--- config.mk ---
export PLATFORM = sky130hd
export DESIGN_NAME = count_to_signals
export DESIGN_NICKNAME = d
export VERILOG_FILES = /design/src/rtl/count_to_signals.sv
export SDC_FILE = /design/constraint.sdc
export NUM_CORES = 1
export LEC_CHECK = 0
export ABC_CLOCK_PERIOD_IN_PS = 2000
export CORE_ASPECT_RATIO = 0.9
export CORE_MARGIN = 2
export CORE_UTILIZATION = 51
export CTS_CLUSTER_SIZE = 12
export DETAILED_ROUTE_END_ITERATION = 12
export GPL_TIMING_DRIVEN = 0
export PLACE_DENSITY = 0.78
export SYNTH_ARGS = -nofsm -noshare
export SYNTH_HDL_FRONTEND = slang
export SYNTH_SLANG_ARGS = --single-unit
--- constraint.sdc ---
create_clock -name clk -period 2 [get_ports clk]
set_input_delay 0.4 -clock clk [delete_from_list [all_inputs] [get_ports clk]]
set_output_delay 0.4 -clock clk [all_outputs]
set_load 0.03 [all_outputs]
--- src/rtl/count_to_signals.sv ---
// Thermometer ramp generator: fills signals LSB-first up to min(in_count,4), holds, then pulses done.
// The first one appears the cycle after acceptance; done follows target+HOLD_CYCLES+1 cycles after accept.
module count_to_signals #(
   parameter int HOLD_CYCLES = 2
) (
   input  logic       clk,
   input  logic       reset,
   input  logic       in_valid,
   output logic       in_ready,
   input  logic [2:0] in_count,
   input  logic       abort,
   output logic [3:0] signals,
   output logic [2:0] level,
   output logic       busy,
   output logic       done,
   output logic [2:0] clamped
);

   typedef enum logic [1:0] {IDLE, RAMP, HOLD, DONE} state_t;

   localparam logic [3:0] HOLD_LOAD = (HOLD_CYCLES > 0) ? 4'(HOLD_CYCLES - 1) : 4'd0;

   state_t     state_q;
   logic [3:0] signals_q;
   logic [2:0] level_q;
   logic [2:0] target_q;
   logic [3:0] hold_q;
   logic       done_q;
   logic       clamped_q;
   logic [2:0] target_d;

   assign target_d = (in_count > 3'd4) ? 3'd4 : in_count;

   always_ff @(posedge clk) begin
      if (reset) begin
         state_q   <= IDLE;
         signals_q <= 4'b0000;
         level_q   <= 3'd0;
         target_q  <= 3'd0;
         hold_q    <= 4'd0;
         done_q    <= 1'b0;
         clamped_q <= 1'b0;
      end else begin
         done_q <= 1'b0;
         case (state_q)
            IDLE: begin
               // abort has no meaning here; an accept in the same cycle proceeds normally
               if (in_valid) begin
                  target_q  <= target_d;
                  clamped_q <= (in_count > 3'd4);
                  hold_q    <= 4'd0;
                  if (target_d == 3'd0) begin
                     state_q   <= DONE;
                     done_q    <= 1'b1;
                     signals_q <= 4'b0000;
                     level_q   <= 3'd0;
                  end else begin
                     state_q   <= RAMP;
                     signals_q <= 4'b0001;
                     level_q   <= 3'd1;
                  end
               end
            end
            RAMP: begin
               if (abort) begin
                  state_q   <= IDLE;
                  signals_q <= 4'b0000;
                  level_q   <= 3'd0;
                  hold_q    <= 4'd0;
               end else if (level_q == target_q) begin
                  if (HOLD_CYCLES == 0) begin
                     state_q <= DONE;
                     done_q  <= 1'b1;
                  end else begin
                     state_q <= HOLD;
                     hold_q  <= HOLD_LOAD;
                  end
               end else begin
                  signals_q <= {signals_q[2:0], 1'b1};
                  level_q   <= level_q + 3'd1;
               end
            end
            HOLD: begin
               if (abort) begin
                  state_q   <= IDLE;
                  signals_q <= 4'b0000;
                  level_q   <= 3'd0;
                  hold_q    <= 4'd0;
               end else if (hold_q == 4'd0) begin
                  state_q <= DONE;
                  done_q  <= 1'b1;
               end else begin
                  hold_q <= hold_q - 4'd1;
               end
            end
            DONE: begin
               state_q   <= IDLE;
               signals_q <= 4'b0000;
               level_q   <= 3'd0;
               hold_q    <= 4'd0;
            end
            default: begin
               state_q   <= IDLE;
               signals_q <= 4'b0000;
               level_q   <= 3'd0;
               hold_q    <= 4'd0;
            end
         endcase
      end
   end

   assign in_ready = (state_q == IDLE);
   assign busy     = ~in_ready;
   assign signals  = signals_q;
   assign level    = level_q;
   assign done     = done_q;
   assign clamped  = {2'b00, clamped_q};

endmodule
* Word level (Yosys, flattened, before mapping) *
Index checks and enable logic that the tools add are counted.

operators by class
  add/sub/neg operators = 2
  $mul = 0
  divide/modulo/power cells = 0
  magnitude comparators = 1
  equal/unequal tests = 10
  shift-type cells = 0
  multiplexer cells = 31
  bitwise operators = 1
  reductions and logical operators = 7

operators with widths
  kind                                                                count
  4-bit 2-to-1 mux                                                    9
  4-bit one-hot mux with 4 select lines                               2
  3-bit 2-to-1 mux                                                    5
  2-bit 2-to-1 mux                                                    6
  3-bit inequality test, second input constant                        4
  3-bit one-hot mux with 4 select lines                               1
  3-bit AND reduction                                                 3
  2-bit one-hot mux with 4 select lines                               1
  1-bit 2-to-1 mux                                                    6
  2-bit == test, second input constant                                2
  4-bit logical NOT                                                   1
  2-bit inequality test, second input constant                        2
  4-bit by 1-bit subtractor with 4-bit output, second input constant  1
  3-bit by 1-bit adder with 3-bit output, second input constant       1
  3-bit == test                                                       1
  3-bit > comparator, second input constant                           1
  3-bit logical NOT                                                   1
  2-bit by 1-bit == test with 1-bit output, second input constant     1
  2-bit logical NOT                                                   1
  1-bit one-hot mux with 2 select lines                               1
  2-bit AND reduction                                                 1
  1-bit inverter                                                      1

storage, ports and cells
  register bits after elaboration = 18
  bits in latches = 0
  memory bits (writable) = 0
  bits in read-only memories = 0
  bits of input ports = 7
  output and inout bits = 13
  word-level logic and storage cells = 59
  memories kept = 0

* Depth between registers and ports, before layout *
Gate-level depths: netlist of run 1.

  word-level depth = 6
  mapped depth = 7
  gate-level depth less buffers = 6

* Worst setup path after synthesis of run 1 *
No wires, ideal clock.

  path kind = flip-flop to flip-flop
  start point = register state_q[0]
  end point = register state_q[1]
  setup time = 0.060 ns
  arrival = 1.846 ns
  required time = 1.940 ns
  slack = 0.094 ns
  stages on the path, launching flop included = 8
  cell sequence = dfxtp_1 inv_1 ha_1 buf_4 inv_1 or4_1 o31ai_1 o311a_1

on the way
  word-level cells in the longest chain between the ends = 3

ends and longest elaborated chain
  what                                    line  RTL
  start: declaration                      23    state_t state_q;
  start signal: assignment                36    state_q <= IDLE;
  start signal: assignment                53    state_q <= DONE;
  start signal: assignment                58    state_q <= RAMP;
  2-bit logical NOT *                     -
  named net in_ready                      9     output logic in_ready,
  2-bit inequality test (no source line)  -
  3-bit AND reduction (no source line)    -

The timed path passes the listed nets; every way through them passes the cells marked *.
A chain may end at the register's enable or synchronous reset.

* Final worst setup path of run 1 *
  start point = register level_q[0] (netlist: level[0])
  end point = output port level[0]

RTL lines
  what                      line  RTL
  start: declaration        25    logic [2:0] level_q;
  start signal: assignment  80    level_q <= level_q + 3'd1;
  end: declaration          13    output logic [2:0] level,

No word-level cell between the ends.

==> summary.md, run 1 <==
| Metric | Value |
|---|---|
| Total grt overflow | 0 |
| Initial cell density of the core | 55.5% |
| Max Clock Skew | 0.000918 ns |
| Register area | 360 µm² |
| Hold Crit Start | clamped_q |
| Endpoint type of the worst setup path | primary output |
| Nets | 164 |
| Leak pwr | 0.507 nW |
| Antenna violations before repair | 0 |
| Number of buffers added on ports | 17 |
| Instance count of the mapped netlist | 128 |
| P&R area growth vs syn | 21.9% |
| Die ar. | 2530 µm² |
| Synthesized area per cell | 8.54 µm² |
| Mux contribution to synthesized area | 0.915% |
| Total power density per cell area | 1030 nW/µm² |
| Number of vias after detailed routing | 1040 |
| Final HPWL from detailed placement | 1820 µm |
| Via count normalized by instance count | 5.94 |
| Root buffer selected by CTS | sky130_fd_sc_hd__clkbuf_4 |
| Hold path endpoint | clamped_q |
| Worst VDD drop | 0.000725 V |
| # DRC | 0 |
| Fraction of final layout cells sized beyond drive strength 1 | 10.7% |
| Routed len/inst | 13.7 µm |
| Critical Path AT | 1.50 ns |
| Endpoint of the lowest-slack register-to-register path | signals[2] |
| Die boundary height | 47.9 µm |
| Number of inserted filler cells in the final layout | 171 |
| Seq/Total Area, Yosys | 33.0% |
| Maximum fanout along the worst path | 6 |
| Longest Clk Path Bufs | 2 |
| Largest family of logic cells by synthesized area | simple AND/OR/NAND/NOR gates |
| Slowest stage delay, CP | 0.73 ns |
| Area share of and/or/nand/nor cells after synthesis | 26.9% |
| CP Cell Sequence | clkdlybuf4s50_1 |
| Compound-cell area share of the yosys netlist | 20.0% |
| # diodes | 0 |
| Starting DRT DRC Count | 35 |
| Portion of synthesized cell area occupied by the leading cell type | 33.0% |
| Type of the tightest min-delay check | register to register |
| Most area-consuming cells after synthesis | sky130_fd_sc_hd__dfxtp_1 (33%), sky130_fd_sc_hd__ha_1 (6.9%), sky130_fd_sc_hd__a21oi_1 (5.0%) |
| Total CTS buffers | 3 |
| Count of synthesis-stage warnings from yosys | 0 |
| Max_cap viols | 0 |
| Hold path depth | 2 |
| Combined buffer and inverter count along the critical path | 1 |
| Final Hold Viols | 0 |
| Number of clock sinks | 18 |
| Post-route fraction of the period consumed by the critical path | 95.2% |
| Slowest stage cell, crit path | sky130_fd_sc_hd__clkdlybuf4s50_1 |
| Post-CTS Setup Repair Bufs | 0 |
| Clock Pin Slew Worst Setup and Hold Paths | 0.10 ns |
| Horizontal die dimension | 52.8 µm |
| Setup repair after global routing missed its margin | no |
| Final ANT Viol Nets | 0 |
| Final setup TNS | 0 ns |
| Latest clock arrival within the worst-skew pair | 0.29 ns |
| Worst setup SP type | register |
| Arithmetic-cell share of the synthesized area counting full adders, half adders and majority gates | 6.86% |
| TritonCTS clock tree | built |
| Area occupied by multi-input gates | 681 µm² |
| Via count of the first global-routing pass | 925 |
| Hold bufs inserted after CTS | 0 |
| Worst Setup Slack post-DPL | -0.0927 ns |
| Pin count of the biggest net entering global routing | 11 |
| All-layer global routing usage | 21.7% |
| First-pass DRT Iterations | 4 |
| Required time of the worst setup path | 1.60 ns |
| Setup violators final | 0 |
| Worst relative slew slack | 64.6% |
| Biggest area consumer among synthesized cells | sky130_fd_sc_hd__dfxtp_1 |
| Final Max Slew Viols | 0 |
| Peak Freq | 525 MHz |
| Xor and xnor fraction of the mapped netlist area | 6.86% |
| Distinct cell type count of the synthesized netlist | 33 |
| DRT Wirelength | 2400 µm |
| Number of rows created at floorplan | 15 |
| Transition time at the pin with the least slew margin | 0.526 ns |
| Flop2flop setup slack | 0.14 ns |
| Worst r2r src | state_q[0] |
| H-tree depth | 1 |
| Placer Congestion | 0.855 |
| Length in cells of the worst reg-to-reg path | 6 |
| Std-Cell Core Area | 1970 µm² |
| Status | completed |
| I/O pin count | 20 |
| #FFs+latches synth | 18 |
| Mapped Area | 1090 µm² |
| Wire length of the first global-routing pass | 4000 µm |
| Post-layout minimum cycle time | 1.90 ns |
| Kind of critical path | register to primary output |
| Fin worst setup slack | 0.0955 ns |
| Gate family responsible for the most delay along the worst path | buffers and inverters |
[what timing repair did]
action                     4_1_cts  5_1_grt
resized for setup                3        3
setup endpoints to repair        1        2
hold endpoints to repair         0        0
[area by class of cell]
| type | instances | area share (%) |
|---|---|---|
| repair buffers | 17 | 12.6 |
| inverters | 6 | 1.69 |
| multi-input cells | 100 | 51.1 |
| plain buffers | 5 | 2.54 |
| clock buffers | 4 | 2.72 |
| well taps | 25 | 2.35 |
| flip-flops and latches | 18 | 27.0 |
[placed cells by master (no fill, tap or decap), drive strengths merged, types with 6 or more instances in the layout]
master | synthesis | routed
nand2 | 9 | 9
nor2 | 8 | 8
clkdlybuf4s50 | 0 | 15
ha | 6 | 6
dfxtp | 18 | 18
o31ai | 7 | 7
inv | 6 | 6
a21oi | 11 | 11
o21ai | 8 | 8
or4 | 6 | 6
[where the power goes]
group	total [mW]	internal, mW	switching (mW)	leakage [nW]
Sequential	0.458	0.408	0.0501	0.147
Combinational	0.685	0.263	0.422	0.340
Clock	0.224	0.111	0.113	0.0210
[flip-flops by register name (all words and copies together), names as in the netlist]
name       cells
hold_q         4
clamped_q      1
state_q        2
target_q       3
level          3
signals        4
done           1
[synth_stat cells (all sizes together)]
cell type,instances
dfxtp,18
a21oi,11
nand2,9
nor2,8
o21ai,8
o31ai,7
ha,6
inv,6
or4,6
nand3,5
nor3b,5
buf,4
nand4,4
nor3,4
nand2b,3
nor2b,3
xnor2,3
xor2,3
a311oi,2
a21o,1
a31oi,1
clkbuf,1
conb,1
mux2i,1
nand3b,1
nor4,1
o2111ai,1
o211ai,1
o21a,1
o311a,1
or2b,1
or3b,1
[logic make-up after synthesis]
group / count (synthesis)
DFF: 18
adders and majority gates: 6
muxes: 1
xor gates and xnor gates: 6
buffers and inverters: 11
AOI/OAI and AO/OA: 34
other: 1
and+or+nand+nor: 51
[worst max path at each step]
stage                     startpoint          to  slack [ns]  cells past startpoint
final                       level[0]    level[0]         0.1                      1
after global routing        level[0]    level[0]        0.03                      1
after CTS                 state_q[0]    in_ready        0.03                      3
after detailed placement       abort   hold_q[3]       -0.09                      5
after global placement         abort   hold_q[3]       -0.09                      5
after floorplan           state_q[0]  state_q[1]        0.09                      7
[per-layer routing]
metal  up-vias  global-route usage, %  wire (µm)
li1        512                      -          -
met1       489                   28.4       1120
met2        35                   37.8       1080
met3         4                   3.44        177
met4         0                   6.15         25
met5         -                      0          0
[through the flow]
stage	util, %	total power, mW	std cells	instance area (µm²)	hold slack [ns]
3_3_place_gp	65.9	1.14	171	1300	0.442
5_1_grt	67.6	1.46	175	1330	0.499
2_1_floorplan	-	0.950	129	1100	0.432
3_5_place_dp	65.9	1.15	171	1300	0.450
4_1_cts	67.8	1.37	175	1340	0.465
6_report	67.6	1.37	175	1330	0.468
Power figures use the tool's default switching activity.
==> inputs of run 2 (changes only) <==
CORE_UTILIZATION = 25   (was 51)
PLACE_DENSITY = not set   (was 0.78)
==> summary.md, run 2 (same netlist as run 1, synthesis figures left out) <==
| Metric | Value |
|---|---|
| Total grt overflow | 0 (unchanged) |
| Via count of the first global-routing pass | 842 (-9.0%) |
| Endpoint type of the worst setup path | register |
| First-pass DRT Iterations | 4 (unchanged) |
| Final setup TNS | 0 ns (unchanged) |
| # DRC | 0 (unchanged) |
| Fin worst setup slack | 0.111 ns (+0.0157 ns) |
| Total CTS buffers | 3 (unchanged) |
| Worst relative slew slack | 64.5% (-0.13 points) |
| Kind of critical path | input port to register |
| Worst r2r src | state_q[0] |
| Number of rows created at floorplan | 22 (+7) |
| Number of inserted filler cells in the final layout | 449 (+160%) |
| Area occupied by multi-input gates | 683 µm² (+0.37%) |
| Transition time at the pin with the least slew margin | 0.528 ns (+0.00191 ns) |
| Status | completed |
| Slowest stage delay, CP | 0.61 ns (-0.12 ns) |
| Critical Path AT | 2.08 ns (+0.58 ns) |
| Post-layout minimum cycle time | 1.89 ns (-0.0157 ns) |
| Type of the tightest min-delay check | register to register |
| Leak pwr | 0.516 nW (+1.8%) |
| Final ANT Viol Nets | 0 (unchanged) |
| Pin count of the biggest net entering global routing | 11 (unchanged) |
| Final HPWL from detailed placement | 1860 µm (+2.3%) |
| Share of total power consumed by net switching | 41.5% (-1.4 points) |
| Worst setup SP type | input port |
| Std-Cell Core Area | 4130 µm² (+110%) |
| Post-CTS Setup Repair Bufs | 0 (unchanged) |
| Latest clock arrival within the worst-skew pair | 0.26 ns (-0.03 ns) |
| Final standard cell utilization of the core | 33.5% (-34 points) |
| Combined buffer and inverter count along the critical path | 1 (unchanged) |
| Final Max Slew Viols | 0 (unchanged) |
| Hold path endpoint | signals[3] |
| TritonCTS clock tree | built |
| Placer Congestion | 0.808 (-5.5%) |
| Worst Setup Slack post-DPL | -0.119 ns (-0.0265 ns) |
| Hold path depth | 2 (unchanged) |
| # diodes | 0 (unchanged) |
| Post-route fraction of the period consumed by the critical path | 94.4% (-0.78 points) |
| Hold bufs inserted after CTS | 0 (unchanged) |
| Horizontal die dimension | 73.7 µm (+40%) |
| Die ar. | 4920 µm² (+94%) |
| I/O pin count | 20 (unchanged) |
| Final Hold Viols | 0 (unchanged) |
| Total power density per cell area | 1050 nW/µm² (+2.2%) |
| Root buffer selected by CTS | sky130_fd_sc_hd__clkbuf_8 |
| Routed len/inst | 12.6 µm (-8.1%) |
| Maximum fanout along the worst path | 8 (+2) |
| Most frequent cells in the layout | sky130_fd_sc_hd__dfxtp_1 (18), sky130_fd_sc_hd__clkdlybuf4s50_1 (15), sky130_fd_sc_hd__a21oi_1 (11) |
| Clock power frac | 21.3% (+4.9 points) |
| Internal power of the cells | 0.848 mW (+8.5%) |
| Peak Freq | 529 MHz (+0.83%) |
| Most common cell after layout, fill and taps aside | sky130_fd_sc_hd__dfxtp_1 |
| Wire length of the first global-routing pass | 3960 µm (-0.88%) |
| Clock Pin Slew Worst Setup and Hold Paths | 0.08 ns (-0.02 ns) |
| DRT Wirelength | 2490 µm (+3.9%) |
| Longest Clk Path Bufs | 2 (unchanged) |
| Initial cell density of the core | 26.5% (-29 points) |
| Register area | 360 µm² (unchanged) |
| Number of clock sinks | 18 (unchanged) |
| Worst hold slack | 0.456 ns (-0.0115 ns) |
| Comb power frac | 47.1% (-3.0 points) |
| Nets | 164 (unchanged) |
| Fraction of final layout cells sized beyond drive strength 1 | 11.3% (+0.67 points) |
| Worst VDD drop | 0.000537 V (-26%) |
| Max_cap viols | 0 (unchanged) |
| Required time of the worst setup path | 2.19 ns (+0.59 ns) |
| Number of vias after detailed routing | 966 (-7.1%) |
| Via count normalized by instance count | 4.88 (-18%) |
| Length in cells of the worst reg-to-reg path | 7 (+1) |
| CP Cell Sequence | clkdlybuf4s50_1, nand2b_1, a31oi_2, or4_1, a21oi_1 |
| Flop2flop setup slack | 0.15 ns (about the same) |
| Hold Crit Start | signals[3] |
| Die boundary height | 66.7 µm (+39%) |
| Starting DRT DRC Count | 45 (+29%) |
| Max Clock Skew | 0.00756 ns (+0.00665 ns) |
| All-layer global routing usage | 10.6% (-11 points) |
| Endpoint of the lowest-slack register-to-register path | hold_q[3] |
| Setup repair after global routing missed its margin | no |
| H-tree depth | 1 (unchanged) |
| P&R area growth vs syn | 26.4% |
| Reg power frac | 31.6% (-1.9 points) |
| Setup violators final | 0 (unchanged) |
| Placed Cells | 194 (+13%) |
| Final Instance Count excl. Fillers | 198 (+13%) |
| Antenna violations before repair | 0 (unchanged) |
| Net switching component of the power | 0.601 mW (+2.6%) |
| Slowest stage cell, crit path | sky130_fd_sc_hd__clkdlybuf4s50_1 |
| Number of buffers added on ports | 17 (unchanged) |
| Gate family responsible for the most delay along the worst path | simple AND/OR/NAND/NOR gates |
[run 2: routing by layer]
metal | part of all wire, % | global-route usage, %
met1 | 52 | 15.0
met3 | 6.3 | 3.63
met4 | 1.3 | 4.77
met5 | 0 | 0
met2 | 41 | 14.3
[run 2: area by class of cell]
class | count | area share, %
buffer | 5 | 2.44
clock buffer | 4 | 3.98
inverter | 6 | 1.63
multi-input combinational | 100 | 49.4
sequential | 18 | 26.1
tap | 48 | 4.34
timing repair buffer | 17 | 12.1
[run 2: worst max path at each step]
stage	startpoint	to	slack, ns	cells past startpoint
3_3_place_gp	abort	hold_q[3]	-0.15	5
3_5_place_dp	abort	hold_q[3]	-0.12	5
5_1_grt	state_q[0]	hold_q[3]	0.01	7
4_1_cts	state_q[0]	busy	0.001	5
6_report	abort	hold_q[3]	0.11	5
2_1_floorplan	state_q[0]	state_q[1]	0.09	7
[run 2: repair_timing]
| action | in CTS | in global routing |
|---|---|---|
| pin swaps | 0 | 0 |
| endpoints found under the setup margin | 1 | 3 |
| hold endpoints to repair | 0 | 0 |
| gates resized for setup | 2 | 3 |
[run 2: worst reg2reg max path, stage by stage, from the launching register on]
cell and delay [ns]:
sky130_fd_sc_hd__dfxtp_1 0.34, sky130_fd_sc_hd__inv_1 0.07, sky130_fd_sc_hd__ha_1 0.21, sky130_fd_sc_hd__buf_4 0.17
sky130_fd_sc_hd__nor2b_1 0.15, sky130_fd_sc_hd__a21o_1 0.21, sky130_fd_sc_hd__or4_1 0.47, sky130_fd_sc_hd__a21oi_1 0.15
[run 2: per-stage QoR]
stage	total power, mW	cell area, µm²
final	1.45	1380
after global routing	1.55	1380
after CTS	1.46	1380
after detailed placement	1.15	1330
after global placement	1.16	1330
after floorplan	0.950	1100
[run 2: power groups by stage]
stage               sequential, mW  clock, mW  combinational [mW]
CTS                          0.458      0.317               0.686
finish                       0.457      0.309               0.682
global route                 0.466      0.328               0.756
detailed placement           0.465          0               0.689
global placement             0.465          0               0.693
floorplan                    0.498          0               0.452
==> inputs of run 3 (changes only) <==
GPL_TIMING_DRIVEN = not set   (was 0)
==> summary.md, run 3 (same netlist as run 1, synthesis figures left out) <==
| Metric | Value |
|---|---|
| Hold bufs inserted after CTS | 0 (unchanged) |
| Post-route fraction of the period consumed by the critical path | 93.7% (-0.78 points) |
| Register area | 360 µm² (unchanged) |
| Maximum fanout along the worst path | 6 (-2) |
| P&R area growth vs syn | 31.4% |
| Clock Pin Slew Worst Setup and Hold Paths | 0.07 ns (about the same) |
| Slowest stage cell, crit path | sky130_fd_sc_hd__clkdlybuf4s50_1 |
| Antenna violations before repair | 0 (unchanged) |
| Worst relative slew slack | 61.4% (-3.1 points) |
| Cell area after placement | 1380 µm² (+4.2%) |
| Max_cap viols | 0 (unchanged) |
| # DRC | 0 (unchanged) |
| All-layer global routing usage | 12.0% (+1.4 points) |
| Starting DRT DRC Count | 47 (+4.4%) |
| DRT Wirelength | 2800 µm (+12%) |
| # diodes | 0 (unchanged) |
| Transition time at the pin with the least slew margin | 0.574 ns (+0.0455 ns) |
| Setup violators final | 0 (unchanged) |
| Horizontal die dimension | 73.7 µm (unchanged) |
| Routed len/inst | 13.6 µm (+8.5%) |
| Required time of the worst setup path | 1.60 ns (-0.59 ns) |
| Final Hold Viols | 0 (unchanged) |
| Most frequent cells in the layout | sky130_fd_sc_hd__dfxtp_1 (18), sky130_fd_sc_hd__clkdlybuf4s50_1 (15), sky130_fd_sc_hd__buf_4 (12) |
| Kind of critical path | register to primary output |
| Pin count of the biggest net entering global routing | 12 (+1) |
| Peak Freq | 534 MHz (+0.84%) |
| Placer Congestion | 0.861 (+6.6%) |
| Max Clock Skew | 0.00229 ns (-0.00527 ns) |
| Via count normalized by instance count | 5.12 (+4.9%) |
| CP Cell Sequence | clkdlybuf4s50_1 |
| H-tree depth | 1 (unchanged) |
| Die boundary height | 66.7 µm (unchanged) |
| Final setup TNS | 0 ns (unchanged) |
| Slowest stage delay, CP | 0.73 ns (+0.12 ns) |
| Nets | 171 (+4.3%) |
| Total CTS buffers | 3 (unchanged) |
| Setup repair after global routing missed its margin | no |
| Worst VDD drop | 0.000390 V (-27%) |
| First-pass DRT Iterations | 4 (unchanged) |
| Final HPWL from detailed placement | 2190 µm (+18%) |
| Number of buffers added on ports | 17 (unchanged) |
| Post-layout minimum cycle time | 1.87 ns (-0.0157 ns) |
| Fraction of final layout cells sized beyond drive strength 1 | 14.6% (+3.3 points) |
| Final Max Slew Viols | 0 (unchanged) |
| Gate family responsible for the most delay along the worst path | buffers and inverters |
| Combined buffer and inverter count along the critical path | 1 (unchanged) |
| Worst setup SP type | register |
| TritonCTS clock tree | built |
| Area occupied by multi-input gates | 681 µm² (-0.37%) |
| Number of clock sinks | 18 (unchanged) |
| Final instance area | 1440 µm² (+3.9%) |
| Number of rows created at floorplan | 22 (unchanged) |
| Wire length of the first global-routing pass | 4510 µm (+14%) |
| Total power density per cell area | 1050 nW/µm² (+0.46%) |
| Via count of the first global-routing pass | 970 (+15%) |
| Number of inserted filler cells in the final layout | 440 (-2.0%) |
| Std-Cell Core Area | 4130 µm² (unchanged) |
| Post-CTS Setup Repair Bufs | 0 (unchanged) |
| Initial cell density of the core | 26.5% (unchanged) |
| Final ANT Viol Nets | 0 (unchanged) |
| Critical Path AT | 1.47 ns (-0.61 ns) |
| Latest clock arrival within the worst-skew pair | 0.26 ns (about the same) |
| Most common cell after layout, fill and taps aside | sky130_fd_sc_hd__dfxtp_1 |
| Number of vias after detailed routing | 1049 (+8.6%) |
| Die ar. | 4920 µm² (unchanged) |
| Longest Clk Path Bufs | 2 (unchanged) |
| PnR Total Power | 1.51 mW (+4.4%) |
| Leak pwr | 0.546 nW (+5.7%) |
| Type of the tightest min-delay check | register to register |
| Total grt overflow | 0 (unchanged) |
| Worst hold slack | 0.458 ns (+0.00127 ns) |
| Status | completed |
| Root buffer selected by CTS | sky130_fd_sc_hd__clkbuf_8 |
| I/O pin count | 20 (unchanged) |
| Endpoint type of the worst setup path | primary output |
==> run 3: cell types whose count changed in the layout (fill, tap and decap cells not counted), sizes merged <==
cell and change:
buf +8, clkbuf -2, dlygate4sd2 +2, dlymetal6s2s -1
==> run 3: metal layers <==
layer  up-vias  GRT usage (%)  routed length (µm)
met1       488           17.1                1470
met4         0           4.77                  68
met2        27           16.9                1140
met5         -              0                   0
li1        526              -                   -
met3         8           3.33                 121
==> run 3: power breakdown <==
part | switching [mW] | internal (mW)
clock network | 0.134 | 0.175
logic | 0.440 | 0.303
registers | 0.0521 | 0.408
==> run 3: what timing repair did <==
| action | CTS | global route |
|---|---|---|
| setup endpoints to repair | 2 | 0 |
| gates resized for setup | 2 | 0 |
| endpoints found under the hold margin | 0 | 0 |
==> run 3: worst paths after layout <==
kind / slack (ns) / startpoint / cells past startpoint / to
hold / removal: 0.46 / clamped_q / 2 / clamped_q
setup / recovery: 0.13 / level[2] / 1 / level[2]
hold reg to reg: 0.46 / clamped_q / 2 / clamped_q
setup reg to reg: 0.15 / state_q[0] / 7 / hold_q[3]
==> run 3: cell type report <==
| type | instances | area share [%] |
|---|---|---|
| clock buffers | 4 | 3.83 |
| multi-input cells | 100 | 47.4 |
| well taps | 48 | 4.18 |
| flip-flops and latches | 18 | 25.1 |
| inverters | 6 | 1.57 |
| repair buffers | 29 | 17.9 |
==> run 3: per-stage QoR <==
step           worst slack (ns)  utilization, %  cells
2_1_floorplan            0.0941               -    129
3_3_place_gp             0.0543            33.5    201
3_5_place_dp            0.00211            33.5    201
4_1_cts                   0.110            34.8    205
5_1_grt                  0.0478            34.8    205
6_report                  0.127            34.8    205
==> run 3: worst min-delay path, stage by stage (launching register included) <==
cell and delay (ns):
sky130_fd_sc_hd__dfxtp_1 0.31, sky130_fd_sc_hd__nand2_1 0.05, sky130_fd_sc_hd__a21oi_1 0.05
